### config.mk
export PLATFORM = sky130hd
export DESIGN_NAME = l1602a_frame_writer
export DESIGN_NICKNAME = d
export VERILOG_FILES = /design/src/rtl/l1602a_pkg.sv /design/src/rtl/l1602a_frame_writer_buf.sv /design/src/rtl/l1602a_frame_writer.sv
export SDC_FILE = /design/constraint.sdc
export NUM_CORES = 1
export LEC_CHECK = 0
export BUFFER_PORTS_ARGS = -buffer_cell sky130_fd_sc_hd__buf_4
export CAP_MARGIN = 5
export CORE_MARGIN = 4
export CORE_UTILIZATION = 35
export CTS_BUF_LIST = sky130_fd_sc_hd__clkbuf_2 sky130_fd_sc_hd__clkbuf_4 sky130_fd_sc_hd__clkbuf_8
export DETAILED_ROUTE_END_ITERATION = 16
export PLACE_DENSITY_LB_ADDON = 0.12
export SYNTH_ARGS = -nofsm -noshare
export SYNTH_HDL_FRONTEND = slang
export SYNTH_SLANG_ARGS = --single-unit
export TNS_END_PERCENT = 10
### constraint.sdc
create_clock -name clk_i -period 4.8 [get_ports clk_i]
set_clock_uncertainty 0.1 [all_clocks]
set_input_delay 0.72 -clock clk_i [delete_from_list [all_inputs] [get_ports clk_i]]
set_output_delay 0.72 -clock clk_i [all_outputs]
set_load 0.05 [all_outputs]
### src/rtl/l1602a_pkg.sv
// l1602a_pkg: op encodings, frame geometry and FSM states shared by the frame writer and the LCD controller.
package l1602a_pkg;
  localparam logic [3:0] OP_INIT = 4'b0001;
  localparam logic [3:0] OP_WRITE = 4'b0010;
  localparam logic [3:0] OP_CLEAR = 4'b0100;
  localparam logic [7:0] PAD_CHAR = 8'h20;
  localparam int LINE_LEN = 16;
  localparam int GAP_LEN = 24;
  localparam int FRAME_STEPS = 57;
  typedef enum logic [2:0] {S_INIT_ISSUE, S_INIT_WAIT, S_IDLE, S_ISSUE, S_WAIT} state_e;
  // Buffer index for a WRITE step: line 1 follows CLEAR, line 2 follows the DDRAM gap.
  function automatic logic [4:0] step_addr(input logic [5:0] step);
    logic [5:0] s;
    s = step - 6'd1;
    return (s < 6'(LINE_LEN)) ? s[4:0] : 5'(s - 6'(GAP_LEN));
  endfunction
endpackage

### src/rtl/l1602a_frame_writer_buf.sv
// lcd_frame_buffer: 32x8 character store, one synchronous write port, one combinational read port.
module lcd_frame_buffer
  import l1602a_pkg::*;
#(
  parameter logic [7:0] PAD = l1602a_pkg::PAD_CHAR
) (
  input  logic       clk_i,
  input  logic       rst_ni,
  input  logic       we_i,
  input  logic [4:0] waddr_i,
  input  logic [7:0] wdata_i,
  input  logic [4:0] raddr_i,
  output logic [7:0] rdata_o
);
  logic [7:0] mem_q [32];
  always_ff @(posedge clk_i or negedge rst_ni) begin
    if (!rst_ni) mem_q <= '{default: PAD};
    else if (we_i) mem_q[waddr_i] <= wdata_i;
  end
  assign rdata_o = mem_q[raddr_i];
endmodule

### src/rtl/l1602a_frame_writer.sv
// l1602a_frame_writer: issues INIT once, then on refresh streams CLEAR plus 56 WRITEs of the frame to the LCD controller.
module l1602a_frame_writer
  import l1602a_pkg::*;
#(
  parameter int NCOMMANDS = 3,
  parameter logic [7:0] PAD_CHAR = l1602a_pkg::PAD_CHAR
) (
  input  logic                 clk_i,
  input  logic                 rst_ni,
  input  logic                 wr_en_i,
  input  logic [4:0]           wr_addr_i,
  input  logic [7:0]           wr_data_i,
  input  logic                 refresh_i,
  input  logic                 lcd_rdy_i,
  output logic [NCOMMANDS:0]   op_out_o,
  output logic [7:0]           data_out_o,
  output logic                 lcd_en_o,
  output logic                 busy_o,
  output logic                 done_o
);
  localparam logic [5:0] LAST = 6'(FRAME_STEPS - 1);
  state_e state_q, state_d;
  logic [5:0] step_q, step_d;
  logic [NCOMMANDS:0] op_q, op_d, issue_op;
  logic [7:0] data_q, data_d, issue_data, rd_data;
  logic en_q, en_d, done_q, done_d, busy_q, pend_q, pend_d, fell_q, fell_d, gap;
  lcd_frame_buffer #(.PAD(PAD_CHAR)) u_buf (
    .clk_i   (clk_i),
    .rst_ni  (rst_ni),
    .we_i    (wr_en_i),
    .waddr_i (wr_addr_i),
    .wdata_i (wr_data_i),
    .raddr_i (step_addr(step_q)),
    .rdata_o (rd_data)
  );
  assign gap = (step_q > 6'(LINE_LEN)) && (step_q <= 6'(LINE_LEN + GAP_LEN));
  assign issue_op = (step_q == '0) ? (NCOMMANDS+1)'(OP_CLEAR) : (NCOMMANDS+1)'(OP_WRITE);
  assign issue_data = (step_q == '0) ? 8'h00 : gap ? PAD_CHAR : rd_data;
  // fell tracks whether lcd_rdy has dropped since the last issue, so a wait ends only on a full low-high cycle.
  always_comb begin
    state_d = state_q;
    step_d = step_q;
    pend_d = pend_q | (refresh_i & (state_q != S_IDLE));
    fell_d = fell_q | ~lcd_rdy_i;
    en_d = 1'b0;
    done_d = 1'b0;
    op_d = op_q;
    data_d = data_q;
    case (state_q)
      S_INIT_ISSUE: if (lcd_rdy_i) begin
        en_d = 1'b1;
        op_d = (NCOMMANDS+1)'(OP_INIT);
        data_d = 8'h00;
        fell_d = 1'b0;
        state_d = S_INIT_WAIT;
      end
      S_INIT_WAIT: if (lcd_rdy_i && fell_q) state_d = S_IDLE;
      S_IDLE: if (pend_q || refresh_i) begin
        pend_d = 1'b0;
        step_d = '0;
        state_d = S_ISSUE;
      end
      S_ISSUE: if (lcd_rdy_i) begin
        en_d = 1'b1;
        op_d = issue_op;
        data_d = issue_data;
        fell_d = 1'b0;
        state_d = S_WAIT;
      end
      S_WAIT: if (lcd_rdy_i && fell_q) begin
        done_d = (step_q == LAST);
        state_d = done_d ? S_IDLE : S_ISSUE;
        step_d = done_d ? step_q : step_q + 6'd1;
      end
      default: state_d = S_INIT_ISSUE;
    endcase
  end
  always_ff @(posedge clk_i or negedge rst_ni) begin
    if (!rst_ni) begin
      state_q <= S_INIT_ISSUE;
      step_q <= '0;
      pend_q <= 1'b0;
      fell_q <= 1'b0;
      en_q <= 1'b0;
      done_q <= 1'b0;
      busy_q <= 1'b0;
      op_q <= '0;
      data_q <= '0;
    end else begin
      state_q <= state_d;
      step_q <= step_d;
      pend_q <= pend_d;
      fell_q <= fell_d;
      en_q <= en_d;
      done_q <= done_d;
      busy_q <= (state_d != S_IDLE);
      op_q <= op_d;
      data_q <= data_d;
    end
  end
  assign op_out_o = op_q;
  assign data_out_o = data_q;
  assign lcd_en_o = en_q;
  assign busy_o = busy_q;
  assign done_o = done_q;
endmodule

==> results.tsv <==
stage	metric	value	unit
setup_path	slowest CP cell	ha_4	
grt	global route overflow	0	
setup_path	Setup CP Type	flip-flop to flip-flop	
synthesis	EDFF count, synth	0	
sta	setup violators final	0	
pwr	Lkg Pwr	6.39	nW
finish	Area growth, synth to finish	13.4	%
finish	n_diodes	0	
sta	Final Cycle Share	0.748	
drt	Top Metal Used	met4	
placed_design	placed cell areas	13700	um2
clock_network	CTS H-tree depth	2	
finish	Layout Nets	900	
hold_path	worst hold path class	primary input to asynchronous set/reset pin	
setup_path	critical path required time	5160	ps
floorplanning	# IOs	33	
clock_network	CTS resizes	0	
grt	GRT Total Usage	0.168	
clock_network	clock sinks	281	
clock_network	hold-fix buffers at CTS	0	
floorplanning	die height	201	um
sta	Period minus WS final	3590	ps
synthesis	post-synthesis cell count	844	
setup_path	crit path from	step_q[0]	
grt	largest net degree at the start of global routing	109	
clock_network	Clock Latency Late Sink	570	ps
drt	metal3 WL	1420	um
drt	ANT nets after route	0	
placed_design	Placer Congestion	0.775	
synthesis	Post-Syn Nets	865	
drt	post-DR wirelength/cell	24.2	um
synthesis	Synth area leader	dfrtp_1	
drt	initial DRC count	333	
clock_network	postcts setup bufs	0	
floorplanning	die area	40400	um2
clock_network	CTS tree	yes	
clock_network	CTS clk-pin slew, worst paths	60	ps
clock_network	clk root buf	clkbuf_8	
drt	via density per instance	5.39	
setup_path	Critical Path Sink Type	flip-flop	
status	status	finished, final reports clean	
sta	final number of hold-violating endpoints	0	
synthesis	register area share after synthesis	0.542	
run	max-cap viol count	0	
sta	Worst-Margin Slew	1120	ps
placed_design	Port Buffers	31	
finish	layout cell share with drive strength beyond 1	0.547	
synthesis	Area contributors post-synth	dfrtp_1 (48%), mux2_2 (22%), mux4_2 (12%), dfstp_2 (6.4%), clkbuf_1 (1.3%)	
clock_network	TritonCTS buffer count	51	
finish	Final Instance Area	14800	um2
drt	final wirelength	33500	um
setup_path	max incr delay on CP	1000	ps
setup_path	launch point of the worst reg-to-reg path	step_q[0]	
drt	metal1 wirelength	15000	um
sta	hold slack	79.6	ps
sta	unrepaired setup endpoints after global routing	false	
floorplanning	core area	36700	um2
placed_design	Post-Place Setup Slack	1160	ps
grt	vias in the first global route	8237	
sta	Slew Limit Headroom	0.250	
drt	first drt pass iteration count	5	
setup_path	Cell Chain, Critical Path	inv_1, ha_4, mux4_2, mux4_1, nor2b_1, a221o_1	
grt	first-pass GRT wire length	52200	um
synthesis	top cell type's share of synthesized area	0.478	
finish	multi-input combinational cell area	5720	um2
placed_design	Post-DP HPWL	21100	um
synthesis	fraction of registers with async set/reset	1.00	
setup_path	Worst setup SP type	flip-flop	
drt	drc violations	0	
pwr	peak supply drop	0.000280	V
setup_path	worst path arrival time	3950	ps
floorplanning	Chip Width	201	um
sta	Final WS setup	1210	ps
pwr	P per Cell Area	535	nW/um2
drt	via count	7468	
synthesis	yosys synthesis warning count	0	
drt	met2 wire length	16300	um
synthesis	ys flop type	dfrtp_1	
synthesis	syn_area_per_cell	15.5	um2
clock_network	Longest Clk Path Bufs	3	
sta	setup tns final	0	ps
finish	fillers	3328	
floorplanning	Initial Util	0.356	
setup_path	Max Fanout on Critical Path	65	
synthesis	#FFs+latches synth	281	
sta	f_max	278	MHz
floorplanning	Row Count	70	
synthesis	post-synthesis cell type count	52	
grt	initial antenna violation count	0	
finish	FF+latch area	7080	um2
synthesis	mapped cell area	13000	um2
sta	Slew Limit Fails	0	
==> synthesized netlist by cell type (2+ instances only) <==
master and instances:
mux4_2 72, nor3_1 3, dfstp_2 32, o22ai_1 2, a221o_1 6, inv_1 6
xnor2_1 4, nand4_1 2, or2_2 2, mux4_1 6, buf_4 2, dfrtp_1 249
xor2_1 3, buf_2 5, mux2i_1 8, ha_1 3, o31ai_1 2, a21oi_1 5
mux2_2 251, nand3_1 4, nor2b_1 13, buf_1 2, buf_6 3, nand2_1 29
nand3b_1 4, or3b_2 2, clkbuf_1 46, o21ai_0 8, nand2b_1 5, nor2_1 32
mux2_1 6, nor3b_1 6, a21o_1 2
==> metal layers <==
layer | vias up | global-route usage
li1 | 3223 | -
met1 | 4028 | 0.232
met2 | 165 | 0.274
met3 | 52 | 0.0292
met4 | 0 | 0.0477
met5 | - | 0
==> power by group <==
part | leakage [nW] | switching (W) | internal [W]
combinational | 2.28 | 0.00114 | 0.00125
sequential | 3.52 | 0.000305 | 0.00289
clock | 0.584 | 0.000955 | 0.00139
==> stage by stage <==
step,util,std cells,total power [W]
floorplan,-,844,0.00491
global placement,0.374,1294,0.00560
detailed placement,0.374,1294,0.00567
CTS,0.403,1386,0.00806
global route,0.403,1386,0.00836
finish,0.403,1386,0.00792
==> cell families after synthesis <==
kind of cell	after synthesis	synth area share
flip-flops	281	0.542
multiplexers	343	0.364
other	1	0.000287
XOR/XNOR	7	0.00470
AND/OR/NAND/NOR	110	0.0431
AO/OA/AOI/OAI	35	0.0217
adder cells (fa/ha/maj)	3	0.00288
buffers and inverters	64	0.0212
==> area by class of cell <==
type / instances / area share
Timing Repair Buffer: 40 / 0.0216
Inverter: 6 / 0.00152
Tap cell: 468 / 0.0396
Clock buffer: 92 / 0.0729
Sequential cell: 281 / 0.478
Multi-Input combinational cell: 499 / 0.386
==> cells in the final DEF (no fill, tap or decap), drive strengths merged, types with 3 or more instances in the layout <==
master,n
a21oi,5
xnor2,4
nand2b,6
nor2,33
inv,6
nor3b,6
xor2,3
buf,40
nand3b,4
nand2,29
nor3,3
dfstp,32
mux4,78
clkbuf,92
mux2i,8
nor2b,13
dfrtp,249
o21ai,9
mux2,257
a221o,6
nand3,4
ha,3
==> critical path, delay by kind of cell, from the launching register on <==
kind	cells	cell delay (ps)
fa+ha+maj	1	1000
simple gates	1	170
compound gates	1	260
mux	2	1000
buf+inv	1	170
flops	1	720
==> path summary, 6_finish.rpt <==
check	end	slack [ps]	depth (start not counted)
worst min-delay path	u_buf.mem_q[56]	80	1
worst max register to register	data_out_o[7]	1210	6
worst min register to register	pend_q	390	2
max in group asynchronous	u_buf.mem_q[253]	3390	2
min in group clk_i	fell_q	290	2
worst max-delay path	data_out_o[7]	1210	6
==> registers in the layout (all words and copies together) (netlist names) <==
| signal | flops |
|---|---|
| fell_q | 1 |
| data_out_o | 8 |
| lcd_en_o | 1 |
| step_q | 6 |
| u_buf.mem_q | 256 |
| state_q | 3 |
| done_o | 1 |
| busy_o | 1 |
| op_out_o | 3 |
| pend_q | 1 |
No activity file was read; power rests on OpenSTA's default activity.
